File: src/rtl/mips_mem_pkg.sv
// Shared types and defaults for the mips_core memory-port arbiter.
// word_bytes_t index 0 is the byte at the lowest address of the word.
package mips_mem_pkg;

  typedef logic [0:3][7:0] word_bytes_t;

  typedef enum logic [1:0] {
    IDLE   = 2'd0,
    ACCESS = 2'd1,
    RESP   = 2'd2
  } arb_state_t;

  typedef enum logic {
    OWN_IF = 1'b0,
    OWN_DM = 1'b1
  } owner_t;

  localparam int MEM_LATENCY_DEFAULT  = 1;
  localparam int STARVE_LIMIT_DEFAULT = 3;

  // Bits needed to hold any value 0..max_val (at least one bit).
  function automatic int cnt_width(input int max_val);
    return (max_val < 2) ? 1 : $clog2(max_val + 1);
  endfunction

endpackage

File: src/rtl/mem_arb_prio.sv
// Winner selection between fetch and load/store, with a saturating
// starvation counter that hands the next conflict to fetch.
module mem_arb_prio
  import mips_mem_pkg::*;
#(
  parameter int STARVE_LIMIT = STARVE_LIMIT_DEFAULT
) (
  input  logic   clk,
  input  logic   rst_b,
  input  logic   if_req,
  input  logic   dm_req,
  input  logic   arb_en,
  output logic   grant_valid,
  output owner_t grant_owner
);

  localparam int SW = cnt_width(STARVE_LIMIT);

  logic [SW-1:0] starve_cnt;
  logic          starved;

  always_comb begin
    starved     = (starve_cnt == SW'(STARVE_LIMIT));
    grant_valid = arb_en && (if_req || dm_req);
    grant_owner = OWN_DM;
    if (if_req && (!dm_req || starved)) begin
      grant_owner = OWN_IF;
    end
  end

  // Only a lost conflict counts; any fetch grant restarts the count.
  always_ff @(posedge clk) begin
    if (!rst_b) begin
      starve_cnt <= '0;
    end else if (grant_valid) begin
      if (grant_owner == OWN_IF) begin
        starve_cnt <= '0;
      end else if (if_req && !starved) begin
        starve_cnt <= starve_cnt + SW'(1);
      end
    end
  end

endmodule

File: src/rtl/mem_port_arbiter.sv
// Shares the byte-lane data memory port between instruction fetch and
// load/store, sequencing each access through a fixed memory latency.
//
// state  | meaning
// IDLE   | sample requests, grant a winner and register its access
// ACCESS | address/data held to memory; latency counter runs down to 0
// RESP   | owner's ready pulses for one cycle with captured read data
module mem_port_arbiter
  import mips_mem_pkg::*;
#(
  parameter int MEM_LATENCY  = MEM_LATENCY_DEFAULT,
  parameter int STARVE_LIMIT = STARVE_LIMIT_DEFAULT
) (
  input  logic        clk,
  input  logic        rst_b,
  input  logic        if_req,
  input  logic [31:0] if_addr,
  output word_bytes_t if_rdata,
  output logic        if_ready,
  input  logic        dm_req,
  input  logic        dm_we,
  input  logic [31:0] dm_addr,
  input  word_bytes_t dm_wdata,
  output word_bytes_t dm_rdata,
  output logic        dm_ready,
  output logic [31:0] mem_addr,
  output word_bytes_t mem_data_in,
  input  word_bytes_t mem_data_out,
  output logic        mem_write_en,
  output logic        busy
);

  localparam int            LW       = cnt_width(MEM_LATENCY - 1);
  localparam logic [LW-1:0] LAT_LOAD = LW'(MEM_LATENCY - 1);

  arb_state_t    state_q, state_d;
  logic [LW-1:0] lat_q;
  owner_t        owner_q;
  logic          we_q;
  logic [31:0]   addr_q;
  word_bytes_t   wdata_q;
  word_bytes_t   if_rdata_q;
  word_bytes_t   dm_rdata_q;
  logic          grant_valid;
  owner_t        grant_owner;

  mem_arb_prio #(
    .STARVE_LIMIT(STARVE_LIMIT)
  ) u_prio (
    .clk        (clk),
    .rst_b      (rst_b),
    .if_req     (if_req),
    .dm_req     (dm_req),
    .arb_en     (state_q == IDLE),
    .grant_valid(grant_valid),
    .grant_owner(grant_owner)
  );

  always_ff @(posedge clk) begin
    if (!rst_b) begin
      state_q    <= IDLE;
      lat_q      <= '0;
      owner_q    <= OWN_IF;
      we_q       <= 1'b0;
      addr_q     <= '0;
      wdata_q    <= '0;
      if_rdata_q <= '0;
      dm_rdata_q <= '0;
    end else begin
      state_q <= state_d;
      case (state_q)
        IDLE: begin
          if (grant_valid) begin
            owner_q <= grant_owner;
            lat_q   <= LAT_LOAD;
            if (grant_owner == OWN_DM) begin
              addr_q  <= dm_addr;
              we_q    <= dm_we;
              wdata_q <= dm_wdata;
            end else begin
              addr_q <= if_addr;
              we_q   <= 1'b0;
            end
          end
        end
        ACCESS: begin
          if (lat_q == '0) begin
            if (owner_q == OWN_IF) begin
              if_rdata_q <= mem_data_out;
            end else begin
              dm_rdata_q <= mem_data_out;
            end
          end else begin
            lat_q <= lat_q - LW'(1);
          end
        end
        default: ;
      endcase
    end
  end

  always_comb begin
    state_d      = state_q;
    if_ready     = 1'b0;
    dm_ready     = 1'b0;
    mem_write_en = 1'b0;
    busy         = 1'b0;
    case (state_q)
      IDLE: begin
        if (grant_valid) begin
          state_d = ACCESS;
        end
      end
      ACCESS: begin
        busy = 1'b1;
        // Counter still at its load value only in the first ACCESS cycle.
        mem_write_en = we_q && (lat_q == LAT_LOAD);
        if (lat_q == '0) begin
          state_d = RESP;
        end
      end
      RESP: begin
        busy     = 1'b1;
        if_ready = (owner_q == OWN_IF);
        dm_ready = (owner_q == OWN_DM);
        state_d  = IDLE;
      end
      default: state_d = IDLE;
    endcase
  end

  assign mem_addr    = addr_q;
  assign mem_data_in = wdata_q;
  assign if_rdata    = if_rdata_q;
  assign dm_rdata    = dm_rdata_q;

endmodule
File: config.mk
export PLATFORM = sky130hd
export DESIGN_NAME = mem_port_arbiter
export DESIGN_NICKNAME = d
export VERILOG_FILES = /design/src/rtl/mips_mem_pkg.sv /design/src/rtl/mem_arb_prio.sv /design/src/rtl/mem_port_arbiter.sv
export SDC_FILE = /design/constraint.sdc
export NUM_CORES = 1
export LEC_CHECK = 0
export ABC_AREA = 1
export CORE_ASPECT_RATIO = 1.2
export CORE_MARGIN = 1.5
export CORE_UTILIZATION = 30
export DETAILED_ROUTE_END_ITERATION = 16
export PLACE_DENSITY = 0.72
export SLEW_MARGIN = 10
export SYNTH_ARGS = -nofsm -noshare
export SYNTH_HDL_FRONTEND = slang
export SYNTH_HIERARCHICAL = 1
export SYNTH_SLANG_ARGS = --single-unit
File: constraint.sdc
create_clock -name clk -period 1.7 [get_ports clk]
set_input_delay 0.17 -clock clk [delete_from_list [all_inputs] [get_ports clk]]
set_output_delay 0.17 -clock clk [all_outputs]
set_load 0.005 [all_outputs]
======== Word level (Yosys, flattened, before mapping) ========
Cells that the tools add are included.
word-level totals
  register bits ........................... 135
  bits of input ports ..................... 133
  output and inout port bits .............. 132
  word-level logic and storage cells ...... 62
operators by class
  add/subtract/negate cells ............... 2
  equal/unequal tests ..................... 5
  multiplexer cells ....................... 15
  bitwise logic cells ..................... 3
  reduce and logical (&&, ||, !) cells .... 19
operator list
  kind                 count
  $mux 32              1
  $reduce_and 3->1     3
  $mux 1               8
  $mux 2               4
  $reduce_and 2->1     4
  $eq 2x2->1 const B   2
  $logic_and 1x1->1    4
  $ne 2x2->1 const B   2
  $pmux 2 s2           1
  $reduce_bool 2->1    2
  $not 1->1            3
  $add 2x1->2 const B  1
  $eq 2x1->1 const B   1
  $logic_not 1->1      2
  $logic_not 2->1      1
  $logic_or 1x1->1     2
  $pmux 1 s2           1
  $reduce_or 2->1      1
  $sub 1x1->1 const B  1

======== Logic depth before layout (Yosys ltp) ========
Gate-level depths: netlist of the first run.
  word-level depth ........................ 5
  mapped depth ............................ 11
  depth with buffers taken out ............ 9

======== Cells and area by module ========
Netlist of the first run, hierarchy kept.
by module, submodules not included
  module            times used  cells an instance  area each (µm²)  seq. area each (µm²)
  mem_port_arbiter  1           857                5599.1           2642.5
  mem_arb_prio      1           27                 146.4            40.0

======== Worst setup path before layout of the first run ========
Ideal clock, no wire load.
  kind .................................... flip-flop to flip-flop
  from .................................... register state_q[0]
  to ...................................... register addr_q[10], in the netlist mem_addr[10]
  setup time .............................. 109 ps
  arrival time ............................ 1527 ps
  data required time ...................... 1591 ps
  slack ................................... 64 ps
  stages on the path, launching flop included .. 11
  path buffers ............................ 1
  clock period less this slack ............ 1636 ps
  cells stage by stage .................... dfxtp_1 -> inv_1 -> ha_1 -> inv_1 -> nor2_1 -> nand2_2 -> inv_2 -> buf_2 -> nand3_1 -> nand2_1 -> inv_1
between the ends
  cells in the longest elaborated chain, start to end .. 3
RTL lines
  item                        RTL line                source
  from (decl)                 mem_port_arbiter.sv:36  arb_state_t state_q, state_d;
  from (signal assigned)      mem_port_arbiter.sv:70  state_q <= state_d;
  $logic_not 2->1             mem_port_arbiter.sv:54  .arb_en (state_q == IDLE),
  $logic_and 1x1->1           mem_arb_prio.sv:24      grant_valid = arb_en && (if_req || dm_req);
  named net grant_valid       mem_port_arbiter.sv:44  logic grant_valid;
  $reduce_and 2->1 (no line)  --
  to (signal assigned)        mem_port_arbiter.sv:77  addr_q <= dm_addr;
  to (signal assigned)        mem_port_arbiter.sv:81  addr_q <= if_addr;
  to (decl)                   mem_port_arbiter.sv:40  logic [31:0] addr_q;
The timed path passes the listed nets, and every way through them passes these cells.
A chain may end at the register's enable or synchronous reset.

======== Worst setup path in the final report of the first run ========
  from .................................... register state_q[1]
  to ...................................... output port busy
between the ends
  cells in the longest elaborated chain, start to end .. 3
  elaborated cells between the ends (all ways) .. 4
  those cells by class .................... 2 x eq/ne; 1 x mux; 1 x reduce/logical
RTL lines
  item                                      RTL line                 source
  $eq 2x1->1 or $eq 2x2->1 (tied branches)  mem_port_arbiter.sv:108  case (state_q)
  $reduce_or 2->1 (no line) *               --
  $mux 1 *                                  mem_port_arbiter.sv:108
  to (decl)                                 mem_port_arbiter.sv:30   output logic busy
Mark *: on every way between the ends. The rest lies on a longest branch, timed or not.

==> flow_metrics.tcl, run 1 <==
set metrics [dict create \
    numCtsBuffers 17 \
    status "complete, no violations" \
    cts_tree "built" \
    ys_seq_elements 134 \
    syn2layout_area_growth_pct 64.55 \
    ys_types 17 \
    grt_start_max_net_pins 65 \
    synth_cells 884 \
    coreArea_mm2 0.01879 \
    p_leak_nw 4.398 \
    vias_per_cell 4.168 \
    num_vias 5893 \
    critPathKind "flop to output pin" \
    min-delay-start "rst_b" \
    grt_usage_pct 16.07 \
    crit_slowest_cell "dfxtp_2" \
    max_freq_mhz 623.0 \
    num_rows 55 \
    drt_iter0_markers 274 \
    ant_nets 0 \
    synth_area_leader_cell "dfxtp_1" \
    layout_commonest_cell "clkdlybuf4s50_1" \
    worst_clock_skew_ps 10.60 \
    cts_max_path_buffers 2 \
    diodes 0 \
    drv_cap 0 \
    synth.net_count 1023 \
    power_density_mw_per_mm2 1644 \
    crit_fanout 3 \
    max-vdd-ir-drop_v 0.0008474 \
    post-route-min-period_ps 1605 \
    postCtsSetupRepairBufs 0 \
    die_w_um 129.3 \
    cp-startpoint "state_q[1]" \
    drt_wl_total_um 17080 \
    cts_root_buffer "clkbuf_16" \
    synth_top_area_share_pct 46.69 \
    setup_tns_ps 0 \
    worstMarginPinSlew_ps 631.6 \
    htreeDepth 4 \
    yosys_warnings 6 \
    setup_viol 0 \
    gp_congestion 0.7778 \
    utilization_pct 50.32 \
    avgRoutedWirePerCell_um 12.08 \
    finalNetCount 1285 \
    final_max_slew_viol_count 0 \
    rr_worst_depth 10 \
    dieArea_mm2 0.01999 \
    hold_path_depth 3 \
    crit_chain "inv_2, buf_4, ha_1, clkdlybuf4s15_2" \
    portBuffers 264 \
    clkLatencyLatePin_ps 410 \
    max_stage_delay_ps 340 \
    clk_pin_slew_ps 60 \
    final_cell_mix "259 x clkdlybuf4s50_1, 242 x nand2_1, 203 x nor2_1" \
    drive_gt1_share_pct 6.131 \
    place_hpwl_um 11540 \
    grt_pass1_vias 5276 \
    slew_headroom_pct 57.83 \
    die_h_um 154.6 \
    min_path_type "input port to flop" \
    drt-pass1-iter-count 4 \
    grt_pass1_wl_um 25350 \
    r2r_start "state_q[0]" \
    drc_errors 0 \
    seq_area_frac_synth_pct 46.69 \
    start_util_pct 30.58 \
    overflow 0 \
    hold_viol 0 \
    cts.sinks 134 \
    min_period_over_period_pct 94.43 \
    antenna_found_initial 0 \
    worstSetupEndpointType "output pin" \
    io-pin-count 265 \
    avgSynthCellArea_um2 6.499 \
    worstPathArrival_ps 1440 \
    crit_required_ps 1530 \
    worstSetupStartpointType "flop" \
    yosys-top-cells-area "dfxtp_1 47%, nand2_1 16%, nor2_1 13%" \
    synth_area_mm2 0.005746 \
]
[power breakdown]
group          total (W)  switching (W)  leakage (nW)  internal (W)
registers        0.00485       0.000575          1.10       0.00427
logic            0.00690        0.00320          3.00       0.00370
clock network    0.00379        0.00141         0.295       0.00238
[worst max-delay path, delay by kind of cell (launching register included)]
family     cells  cell delay, ps
buf+inv        3             410
flops          1             340
fa+ha+maj      1             280
[state kept, by name, indices dropped and copies added (netlist names)]
name	cells
dm_rdata	32
if_rdata	32
mem_addr	32
mem_data_in	32
owner_q	1
state_q	2
u_prio/starve_cnt	2
we_q	1
[Yosys cell counts, drive strengths merged]
cell	instances
clkbuf	11
dfxtp	134
o21ai	32
ha	6
inv	148
nor2	205
nand2	243
a21oi	34
buf	34
nand3	37
[through the flow]
step                      std cells  hold slack (ps)  setup slack, ps  total power [W]  area [um2]
after CTS                      1408            55.22            2.326          0.01526        9313
after global placement         1377            461.4            47.35          0.01128        8708
after global routing           1414            61.49           -19.68          0.01671        9454
after detailed placement       1377            471.7            20.06          0.01139        8708
after floorplan                 884            290.4            64.34         0.007930        5746
final                          1414            79.09            94.75          0.01554        9454
[routing by layer]
layer	vias to the layer above	share of wire (%)	track usage (%)
met2	197	48	27.96
li1	3112	-	-
met4	0	1.8	5.778
met1	2563	43	17.87
met5	-	0	0
met3	21	7.6	5.777
[worst paths after layout]
check | end | slack [ps]
max | busy | 90
min | mem_data_in[25] | 80
max reg2reg | mem_data_in[6] | 100
min reg2reg | if_rdata[10] | 480
[repair_timing]
action                                  in CTS  in global routing
pin swaps                                    0                  1
endpoints found under the setup margin       4                 66
gates resized for setup                      8                 10
gates cloned                                 0                  6
hold buffers                                 0                  0
[kinds of logic after synthesis]
family                   after synthesis  share of synthesized area (%)
AND/OR/NAND/NOR                      485                          32.75
adder cells (fa/ha/maj)                6                          1.307
flip-flops                           134                          46.69
AO/OA/AOI/OAI                         66                          5.749
buffers and inverters                193                          13.50
[final cells by class]
class                           count  area (um2)
Clock buffer                       19       452.9
Clock inverter                     12       151.4
Fill cell                        1870        9333
Inverter                          148       558.0
Multi-Input combinational cell    557        2307
Sequential cell                   134        2685
Tap cell                          256       320.3
Timing Repair Buffer              288        2979
No activity file was read; power rests on OpenSTA's default activity.
==> inputs of run 2 (changes only) <==
--- a/config.mk
+++ b/config.mk
@@ -8,9 +8,9 @@
 export ABC_AREA = 1
 export CORE_ASPECT_RATIO = 1.2
 export CORE_MARGIN = 1.5
-export CORE_UTILIZATION = 30
+export CORE_UTILIZATION = 38
 export DETAILED_ROUTE_END_ITERATION = 16
-export PLACE_DENSITY = 0.72
+export PLACE_DENSITY = 0.86
 export SLEW_MARGIN = 10
 export SYNTH_ARGS = -nofsm -noshare
 export SYNTH_HDL_FRONTEND = slang
==> run 2 against run 1 <==
  * Critical endpoint is now if_ready
  * Critical path type unchanged
  * Clock power is 4% lower
  * Maximum frequency is 1.7% higher
  * Final cell count is 4.0% lower
  * Core utilization is 12 points higher
  * Register-to-register slack better by 50 ps
  * Sequential share of layout area is 0.63 points higher
  * Count of clock-buffer cells in the layout is 1 higher
  * Highest routed layer unchanged
  * Sequential power hardly changed
==> flow_metrics.tcl, run 2 (synthesis results as in run 1) <==
set metrics [dict create \
    n_fill_cell 1331 \
    place_hpwl_um 11980 \
    max-vdd-ir-drop_v 0.0007900 \
    grt_pass1_vias 5300 \
    io-pin-count 265 \
    final_cell_mix "259 x clkdlybuf4s50_1, 242 x nand2_1, 202 x nor2_1" \
    htreeDepth 4 \
    timing.final.ws_setup_ps 121.0 \
    cts_max_path_buffers 2 \
    max_freq_mhz 633.3 \
    clkPwrFrac_pct 24.4 \
    post-route-min-period_ps 1579 \
    gp_congestion 0.8047 \
    crit_fanout 4 \
    p_switching_w 0.005008 \
    drv_cap 0 \
    grt_start_max_net_pins 84 \
    grt_pass1_wl_um 24760 \
    num_rows 49 \
    power.total_w 0.01497 \
    hold_viol 0 \
    drive_gt1_share_pct 5.551 \
    vias_per_cell 4.369 \
    clkLatencyLatePin_ps 420 \
    clk_pin_slew_ps 50 \
    drt_iter0_markers 324 \
    num_vias 5929 \
    rsz0062_at_grt "yes" \
    drt_wl_total_um 16110 \
    antenna_found_initial 0 \
    cts.sinks 134 \
    setup_viol 0 \
    p_leak_nw 4.334 \
    overflow 0 \
    die_w_um 115.3 \
    min_path_type "input port to flop" \
    drt-pass1-iter-count 4 \
    worstSetupEndpointType "output pin" \
    dp_slack_ps -17.75 \
    crit_chain "inv_2, ha_1, inv_1, nor2_1, dlygate4sd2_1" \
    worstMarginPinSlew_ps 608.0 \
    diodes 0 \
    portBuffers 264 \
    switching_share_pct 33.46 \
    final_max_slew_viol_count 0 \
    min_period_over_period_pct 92.88 \
    syn2layout_area_growth_pct 60.91 \
    max_stage_delay_ps 350 \
    worstPathArrival_ps 1410 \
    die_h_um 137.7 \
    cts_root_buffer "clkbuf_16" \
    layout_commonest_cell "clkdlybuf4s50_1" \
    coreArea_mm2 0.01490 \
    power_frac_comb_pct 43.1 \
    crit_slowest_cell "dfxtp_2" \
    power_density_mw_per_mm2 1619 \
    numCtsBuffers 17 \
    worstSetupStartpointType "flop" \
    status "complete, no violations" \
    slew_headroom_pct 59.41 \
    ant_nets 0 \
    crit_required_ps 1530 \
    grt_usage_pct 20.08 \
    regArea_mm2 0.002684 \
    dieArea_mm2 0.01587 \
    drc_errors 0 \
    power.internal_w 0.009960 \
    seqPwrFrac_pct 32.5 \
    finalNetCount 1280 \
    critPathKind "flop to output pin" \
    avgRoutedWirePerCell_um 11.87 \
    cts_tree "built" \
    worst_clock_skew_ps 9.152 \
    start_util_pct 38.57 \
    multi_input_area_mm2 0.002312 \
]
[run 2: path summary, 6_finish.rpt]
path | from | cells past startpoint | slack (ps) | end
worst min-delay path | rst_b | 3 | 110 | state_q[0]
worst max register to register | state_q[1] | 10 | 150 | mem_data_in[23]
worst min register to register | dm_rdata[4] | 2 | 480 | dm_rdata[4]
worst max-delay path | state_q[0] | 5 | 120 | if_ready
[run 2: power by group through the flow]
stage / clock, W / sequential, W / combinational, W
6_report: 0.00365 / 0.00486 / 0.00646
5_1_grt: 0.00387 / 0.00499 / 0.00725
4_1_cts: 0.00372 / 0.00487 / 0.00649
3_5_place_dp: 0 / 0.00492 / 0.00640
3_3_place_gp: 0 / 0.00486 / 0.00624
2_1_floorplan: 0 / 0.00496 / 0.00297
[run 2: metrics by stage]
| stage | setup TNS [ps] | hold WS [ps] | std cells | util, % | area, um2 |
|---|---|---|---|---|---|
| floorplan | 0 | 290.4 | 884 | - | 5746 |
| global placement | 0 | 455.3 | 1324 | 57.80 | 8611 |
| detailed placement | -73.67 | 471.8 | 1324 | 57.80 | 8611 |
| CTS | -200.7 | 90.59 | 1357 | 61.95 | 9229 |
| global route | -1.347 | 116.8 | 1357 | 62.06 | 9245 |
| finish | 0 | 109.7 | 1357 | 62.06 | 9245 |
[run 2: area by class of cell]
class                   count  area share, %
well taps                 204          2.761
clock buffers              20          5.048
repair buffers            283          30.80
multi-input cells         557          25.01
inverters                 148          6.009
clock inverters            11          1.340
flip-flops and latches    134          29.03
[run 2: per-layer routing]
| layer | up-vias | routed length (um) | GRT usage, % |
|---|---|---|---|
| met1 | 2585 | 6110 | 20.71 |
| met5 | - | 0 | 0 |
| li1 | 3102 | - | - |
| met4 | 0 | 402 | 8.916 |
| met3 | 29 | 1396 | 7.963 |
| met2 | 213 | 8197 | 35.81 |
[run 2: critical path, delay by kind of cell (launching register included)]
family                   cells  cell delay, ps
flip-flops                   1             350
buffers and inverters        3             410
adder cells (fa/ha/maj)      1             210
AND/OR/NAND/NOR              1              30
[run 2: timing repair]
action,in CTS,in global routing
gates resized for setup,8,5
buffers inserted,2,0
endpoints found under the setup margin,4,68
hold buffers,0,0
